[src/rtl/alu_iterative.sv]
`default_nettype none
// ----------------------------------------------------------------------------
// alu_iterative: per-thread ALU, single-cycle ADD/SUB/CMP, iterative MUL/DIV.
// Define ALU_DIV_EN to build the restoring divider. Revision: 1.0
// ----------------------------------------------------------------------------
module alu_iterative #(
  parameter int WIDTH      = 8,
  parameter bit SIGNED_CMP = 1'b0
) (
  input  logic             clk,
  input  logic             reset,
  input  logic             enable,
  input  logic             start,
  input  logic [2:0]       op,
  input  logic [WIDTH-1:0] rs,
  input  logic [WIDTH-1:0] rt,
  output logic             busy,
  output logic             done,
  output logic [WIDTH-1:0] alu_out,
  output logic [2:0]       nzp,
  output logic             div_zero
);

  localparam logic [2:0] OP_ADD = 3'b000;
  localparam logic [2:0] OP_SUB = 3'b001;
  localparam logic [2:0] OP_MUL = 3'b010;
  localparam logic [2:0] OP_DIV = 3'b011;
  localparam logic [2:0] OP_CMP = 3'b100;
  localparam int         CW     = $clog2(WIDTH + 1);

  typedef enum logic [0:0] {IDLE = 1'b0, RUN = 1'b1} state_t;

  state_t           state_q, state_d;
  logic [CW-1:0]    count_q, count_d;
  // a: multiplicand / dividend-then-quotient; b: multiplier / divisor;
  // acc: product / partial remainder
  logic [WIDTH-1:0] a_q, a_d;
  logic [WIDTH-1:0] b_q, b_d;
  logic [WIDTH-1:0] acc_q, acc_d;
  logic             done_q, done_d;
  logic [WIDTH-1:0] alu_out_q, alu_out_d;
  logic [2:0]       nzp_q, nzp_d;
  logic             div_zero_q, div_zero_d;
  logic             cmp_lt;
  logic             cmp_eq;
  logic [2:0]       cmp_nzp;
`ifdef ALU_DIV_EN
  logic             is_div_q, is_div_d;
  logic [WIDTH:0]   rem_shift;
  logic [WIDTH:0]   rem_diff;
`endif

  always_comb begin
    state_d    = state_q;
    count_d    = count_q;
    a_d        = a_q;
    b_d        = b_q;
    acc_d      = acc_q;
    done_d     = 1'b0;
    alu_out_d  = alu_out_q;
    nzp_d      = nzp_q;
    div_zero_d = div_zero_q;
`ifdef ALU_DIV_EN
    is_div_d   = is_div_q;
    rem_shift  = '0;
    rem_diff   = '0;
`endif

    if (SIGNED_CMP) cmp_lt = $signed(rs) < $signed(rt);
    else            cmp_lt = rs < rt;
    cmp_eq  = (rs == rt);
    cmp_nzp = {cmp_lt, cmp_eq, ~cmp_lt & ~cmp_eq};

    case (state_q)
      IDLE: begin
        if (start && enable) begin
          case (op)
            OP_ADD: begin
              done_d     = 1'b1;
              alu_out_d  = rs + rt;
              div_zero_d = 1'b0;
            end
            OP_SUB: begin
              done_d     = 1'b1;
              alu_out_d  = rs - rt;
              div_zero_d = 1'b0;
            end
            OP_CMP: begin
              done_d     = 1'b1;
              alu_out_d  = {{(WIDTH-3){1'b0}}, cmp_nzp};
              nzp_d      = cmp_nzp;
              div_zero_d = 1'b0;
            end
            OP_MUL: begin
              state_d = RUN;
              count_d = CW'(WIDTH);
              a_d     = rs;
              b_d     = rt;
              acc_d   = '0;
`ifdef ALU_DIV_EN
              is_div_d = 1'b0;
`endif
            end
`ifdef ALU_DIV_EN
            OP_DIV: begin
              state_d  = RUN;
              count_d  = CW'(WIDTH);
              a_d      = rs;
              b_d      = rt;
              acc_d    = '0;
              is_div_d = 1'b1;
            end
`endif
            default: begin
              done_d     = 1'b1;
              alu_out_d  = '0;
              div_zero_d = 1'b0;
            end
          endcase
        end
      end

      RUN: begin
        if (enable) begin
          count_d = count_q - CW'(1);
`ifdef ALU_DIV_EN
          if (is_div_q) begin
            // Restoring step: remainder stays below the divisor, so WIDTH bits hold it
            rem_shift = {acc_q, a_q[WIDTH-1]};
            rem_diff  = rem_shift - {1'b0, b_q};
            if (!rem_diff[WIDTH]) begin
              acc_d = rem_diff[WIDTH-1:0];
              a_d   = {a_q[WIDTH-2:0], 1'b1};
            end else begin
              acc_d = rem_shift[WIDTH-1:0];
              a_d   = {a_q[WIDTH-2:0], 1'b0};
            end
          end else
`endif
          begin
            if (b_q[0]) acc_d = acc_q + a_q;
            a_d = a_q << 1;
            b_d = b_q >> 1;
          end

          if (count_q == CW'(1)) begin
            state_d = IDLE;
            done_d  = 1'b1;
`ifdef ALU_DIV_EN
            alu_out_d  = is_div_q ? a_d : acc_d;
            div_zero_d = is_div_q && (b_q == '0);
`else
            alu_out_d  = acc_d;
            div_zero_d = 1'b0;
`endif
          end
        end
      end

      default: state_d = IDLE;
    endcase
  end

  always_ff @(posedge clk) begin
    if (reset) begin
      state_q    <= IDLE;
      count_q    <= '0;
      a_q        <= '0;
      b_q        <= '0;
      acc_q      <= '0;
      done_q     <= 1'b0;
      alu_out_q  <= '0;
      nzp_q      <= 3'b000;
      div_zero_q <= 1'b0;
`ifdef ALU_DIV_EN
      is_div_q   <= 1'b0;
`endif
    end else begin
      state_q    <= state_d;
      count_q    <= count_d;
      a_q        <= a_d;
      b_q        <= b_d;
      acc_q      <= acc_d;
      done_q     <= done_d;
      alu_out_q  <= alu_out_d;
      nzp_q      <= nzp_d;
      div_zero_q <= div_zero_d;
`ifdef ALU_DIV_EN
      is_div_q   <= is_div_d;
`endif
    end
  end

  assign busy     = (state_q == RUN);
  assign done     = done_q;
  assign alu_out  = alu_out_q;
  assign nzp      = nzp_q;
  assign div_zero = div_zero_q;

endmodule
`default_nettype wire

[config.mk]
export PLATFORM = sky130hd
export DESIGN_NAME = alu_iterative
export DESIGN_NICKNAME = d
export VERILOG_FILES = /design/src/rtl/alu_iterative.sv
export SDC_FILE = /design/constraint.sdc
export NUM_CORES = 1
export LEC_CHECK = 0
export CORE_ASPECT_RATIO = 2
export CORE_UTILIZATION = 50
export DETAILED_ROUTE_END_ITERATION = 12
export PLACE_DENSITY = 0.76
export SETUP_SLACK_MARGIN = 0.3
export SKIP_CTS_REPAIR_TIMING = 1
export SLEW_MARGIN = 30
export SYNTH_ARGS = -nofsm -noshare
export SYNTH_HDL_FRONTEND = slang
export SYNTH_SLANG_ARGS = --single-unit
[constraint.sdc]
create_clock -name clk -period 2.1 [get_ports clk]
set_clock_uncertainty 0.15 [all_clocks]
set_input_delay 0.21 -clock clk [delete_from_list [all_inputs] [get_ports clk]]
set_output_delay 0.21 -clock clk [all_outputs]
set_load 0.01 [all_outputs]
==> flow_results.xml <==
<?xml version="1.0" encoding="UTF-8"?>
<metrics>
  <group name="power_and_ir_drop">
    <metric name="power_leakage" unit="µW">0.00185</metric>
    <metric name="worst_ir_drop_vdd" unit="mV">0.697</metric>
    <metric name="power_density_over_cell_area" unit="mW/mm²">490</metric>
    <metric name="total_power" unit="µW">2040</metric>
  </group>
  <group name="drt">
    <metric name="drc_marker_count_from_the_first_detailed_route_iteration" unit="">108</metric>
    <metric name="via_count" unit="">2857</metric>
    <metric name="route.antenna.remaining_nets" unit="">0</metric>
    <metric name="postRouteWirelength" unit="µm">8430</metric>
    <metric name="first_pass_iters" unit="">4</metric>
    <metric name="vias_per_cell" unit="">5.83</metric>
    <metric name="drt_drc_violations_left" unit="">0</metric>
    <metric name="post_drt_wl_per_cell" unit="µm">17.2</metric>
  </group>
  <group name="timing">
    <metric name="max_freq" unit="MHz">428</metric>
    <metric name="period_needed" unit="ns">2.33</metric>
    <metric name="report.final.hold_viol_count" unit="">0</metric>
    <metric name="finalSetupViolations" unit="">7</metric>
    <metric name="grt_setup_unrepaired" unit="">yes</metric>
    <metric name="final_critical_path_setup_slack" unit="ns">-0.235</metric>
    <metric name="finalSetupTns" unit="ns">-0.759</metric>
    <metric name="final_min_period_over_clock_period" unit="">1.11</metric>
    <metric name="fin_hold_ws" unit="ns">0.0834</metric>
    <metric name="final-max-slew-violation-count" unit="">0</metric>
  </group>
  <group name="clocking">
    <metric name="cts_buffers" unit="">5</metric>
    <metric name="tritoncts" unit="">built</metric>
    <metric name="ctsRootBufferMaster" unit="">clkbuf_8</metric>
    <metric name="clk_pin_slew" unit="ns">0.08</metric>
    <metric name="clockBufferDepth" unit="">2</metric>
    <metric name="clock_latency_reported_for_the_late_side_of_the_worst_skew_pair" unit="ns">0.30</metric>
    <metric name="cts.sink_count" unit="">41</metric>
    <metric name="htree_num_levels" unit="">2</metric>
  </group>
  <group name="synth">
    <metric name="yosys_register_bits" unit="">41</metric>
    <metric name="post_synth_instance_area" unit="mm²">0.00281</metric>
    <metric name="top_ff_cell_synth" unit="">dfxtp_1</metric>
    <metric name="synth-async-reset-ratio" unit="">0</metric>
    <metric name="syn_nets" unit="">385</metric>
    <metric name="seq_area_frac_synth" unit="">0.293</metric>
    <metric name="ys_types" unit="">49</metric>
    <metric name="ys_warn_count" unit="">0</metric>
    <metric name="postSynthCellCount" unit="">335</metric>
    <metric name="syn-mean-instance-area" unit="µm²">8.37</metric>
    <metric name="synth_enable_flop_cells" unit="">0</metric>
  </group>
  <group name="placement">
    <metric name="detailed_place.area" unit="mm²">0.00375</metric>
    <metric name="place.detailed.hpwl" unit="µm">6220</metric>
    <metric name="placement.io_buffers" unit="">35</metric>
    <metric name="gp_congestion" unit="">0.860</metric>
  </group>
  <group name="run_status">
    <metric name="failed_checks" unit="">setup timing</metric>
    <metric name="run_status" unit="">finished with violations</metric>
  </group>
  <group name="layout">
    <metric name="final.fill_count" unit="">375</metric>
    <metric name="post-route-cell-area" unit="mm²">0.00416</metric>
    <metric name="synthToLayoutAreaGrowth" unit="%">48.2</metric>
    <metric name="final_util" unit="">0.767</metric>
    <metric name="antennaDiodeCount" unit="">0</metric>
    <metric name="drive_gt1_frac" unit="">0.321</metric>
    <metric name="finish.net_count" unit="">479</metric>
  </group>
  <group name="floorplanning">
    <metric name="effective_utilization_at_floorplan" unit="">0.518</metric>
    <metric name="die_x" unit="µm">55.0</metric>
    <metric name="num_io_pins" unit="">37</metric>
    <metric name="design.core.area" unit="mm²">0.00542</metric>
    <metric name="die_area" unit="mm²">0.00593</metric>
    <metric name="rows" unit="">38</metric>
    <metric name="die_h" unit="µm">108</metric>
  </group>
  <group name="flow_run">
    <metric name="cap_viol_max_count" unit="">0</metric>
  </group>
  <group name="hold_path">
    <metric name="hold_path_depth" unit="">3</metric>
    <metric name="min_path_type" unit="">in -&gt; reg</metric>
  </group>
  <group name="global_routing">
    <metric name="global_route.usage.total" unit="">0.290</metric>
    <metric name="first_pass_grt_wire_length" unit="µm">12400</metric>
    <metric name="globalRouteOverflowTotal" unit="">0</metric>
    <metric name="grt_pass1_vias" unit="">2781</metric>
    <metric name="initial_antenna_violation_count" unit="">0</metric>
    <metric name="grt_max_degree" unit="">33</metric>
  </group>
  <group name="setup_path">
    <metric name="worst_ep_arrival_time" unit="ns">2.38</metric>
    <metric name="timing.critical_path.fanout_max" unit="">2</metric>
    <metric name="reg2regPathDepth" unit="">9</metric>
    <metric name="element_type_at_the_critical_path_start" unit="">flip-flop</metric>
    <metric name="worstPathRequired" unit="ns">2.14</metric>
    <metric name="setup.worst_path.class" unit="">reg -&gt; reg</metric>
    <metric name="worstSetupEndpointType" unit="">flip-flop</metric>
  </group>
</metrics>
stage by stage:
| step | setup WS (ns) | cells |
|---|---|---|
| 6_report | -0.235 | 490 |
| 5_1_grt | -0.327 | 490 |
| 4_1_cts | -0.247 | 484 |
| 3_5_place_dp | -0.483 | 476 |
| 3_3_place_gp | -0.413 | 476 |
| 2_1_floorplan | -0.119 | 335 |
Yosys cell counts (all sizes together), types with 7 or more instances:
cell,number,share of area
inv,16,0.021
ha,24,0.11
o21ai,12,0.021
nand2,16,0.021
clkbuf,7,0.0094
buf,11,0.021
xnor2,9,0.028
a211oi,19,0.053
nor2,53,0.071
a21oi,17,0.030
dfxtp,41,0.29
mux2i,20,0.071
nor3,10,0.018
worst max-delay path: stages (launching register included):
cell and delay [ns]:
dfxtp_2 0.34, ha_4 0.17, fa_2 0.40, a21o_1 0.18, a211o_1 0.27, a21oi_2 0.15, xnor2_1 0.08, mux2_4 0.28
a31oi_1 0.13, o21ai_1 0.08
cell families after synthesis:
logic type,synth area share
flip-flops,0.293
other,0.00134
XOR/XNOR,0.0437
adder cells (fa/ha/maj),0.128
AND/OR/NAND/NOR,0.172
multiplexers,0.0941
buffers and inverters,0.0513
AO/OA/AOI/OAI,0.217
path summary, 6_finish.rpt:
path / slack (ns) / start / end
max reg2reg: -0.23 / acc_q[0]$_SDFFE_PP0P_ / alu_out[6]$_SDFFE_PP0P_
min: 0.08 / rs[0] / a_q[0]$_SDFFE_PP0P_
min reg2reg: 0.35 / acc_q[3]$_SDFFE_PP0P_ / acc_q[3]$_SDFFE_PP0P_
max: -0.23 / acc_q[0]$_SDFFE_PP0P_ / alu_out[6]$_SDFFE_PP0P_
metal layers:
| metal | vias up | track usage | wire (µm) |
|---|---|---|---|
| met5 | - | 0 | 0 |
| met4 | 0 | 0.155 | 269 |
| met2 | 63 | 0.523 | 4730 |
| met1 | 1387 | 0.291 | 3240 |
| met3 | 22 | 0.0506 | 192 |
| li1 | 1385 | - | - |
area by class of cell:
class,instances,area [µm²],area share
clock buffer,7,86.3,0.0208
clock inverter,1,30.0,0.00722
inverter,16,60.1,0.0144
tap,60,75.1,0.0181
multi-input combinational,260,2100,0.506
sequential,41,833,0.200
timing repair buffer,105,970,0.233
power by group:
part,leakage (µW),internal [µW],switching (µW)
logic,0.00145,282,265
registers,0.000337,800,16.6
clock network,0.0000585,388,285
total,0.00185,1470,566
cells in the final DEF (no fill, tap or decap), types with 6 or more instances in the layout:
cell type and count:
dlymetal6s2s_1 15, a21oi_1 12, nor3_1 9, a211oi_1 16, nor2_1 51, o21ai_1 6, dfxtp_1 33, dfxtp_2 7
ha_1 14, ha_4 8, buf_4 63, mux2i_1 20, inv_1 13, xnor2_1 8, clkbuf_8 6, clkdlybuf4s50_1 18
nand2_1 15
state kept, by name (all words and copies together) (netlist names):
name	flops
a_q	8
acc_q	8
alu_out	8
b_q	8
count_q	4
nzp	3
busy	1
done	1
(Power assumes the default switching activity.)
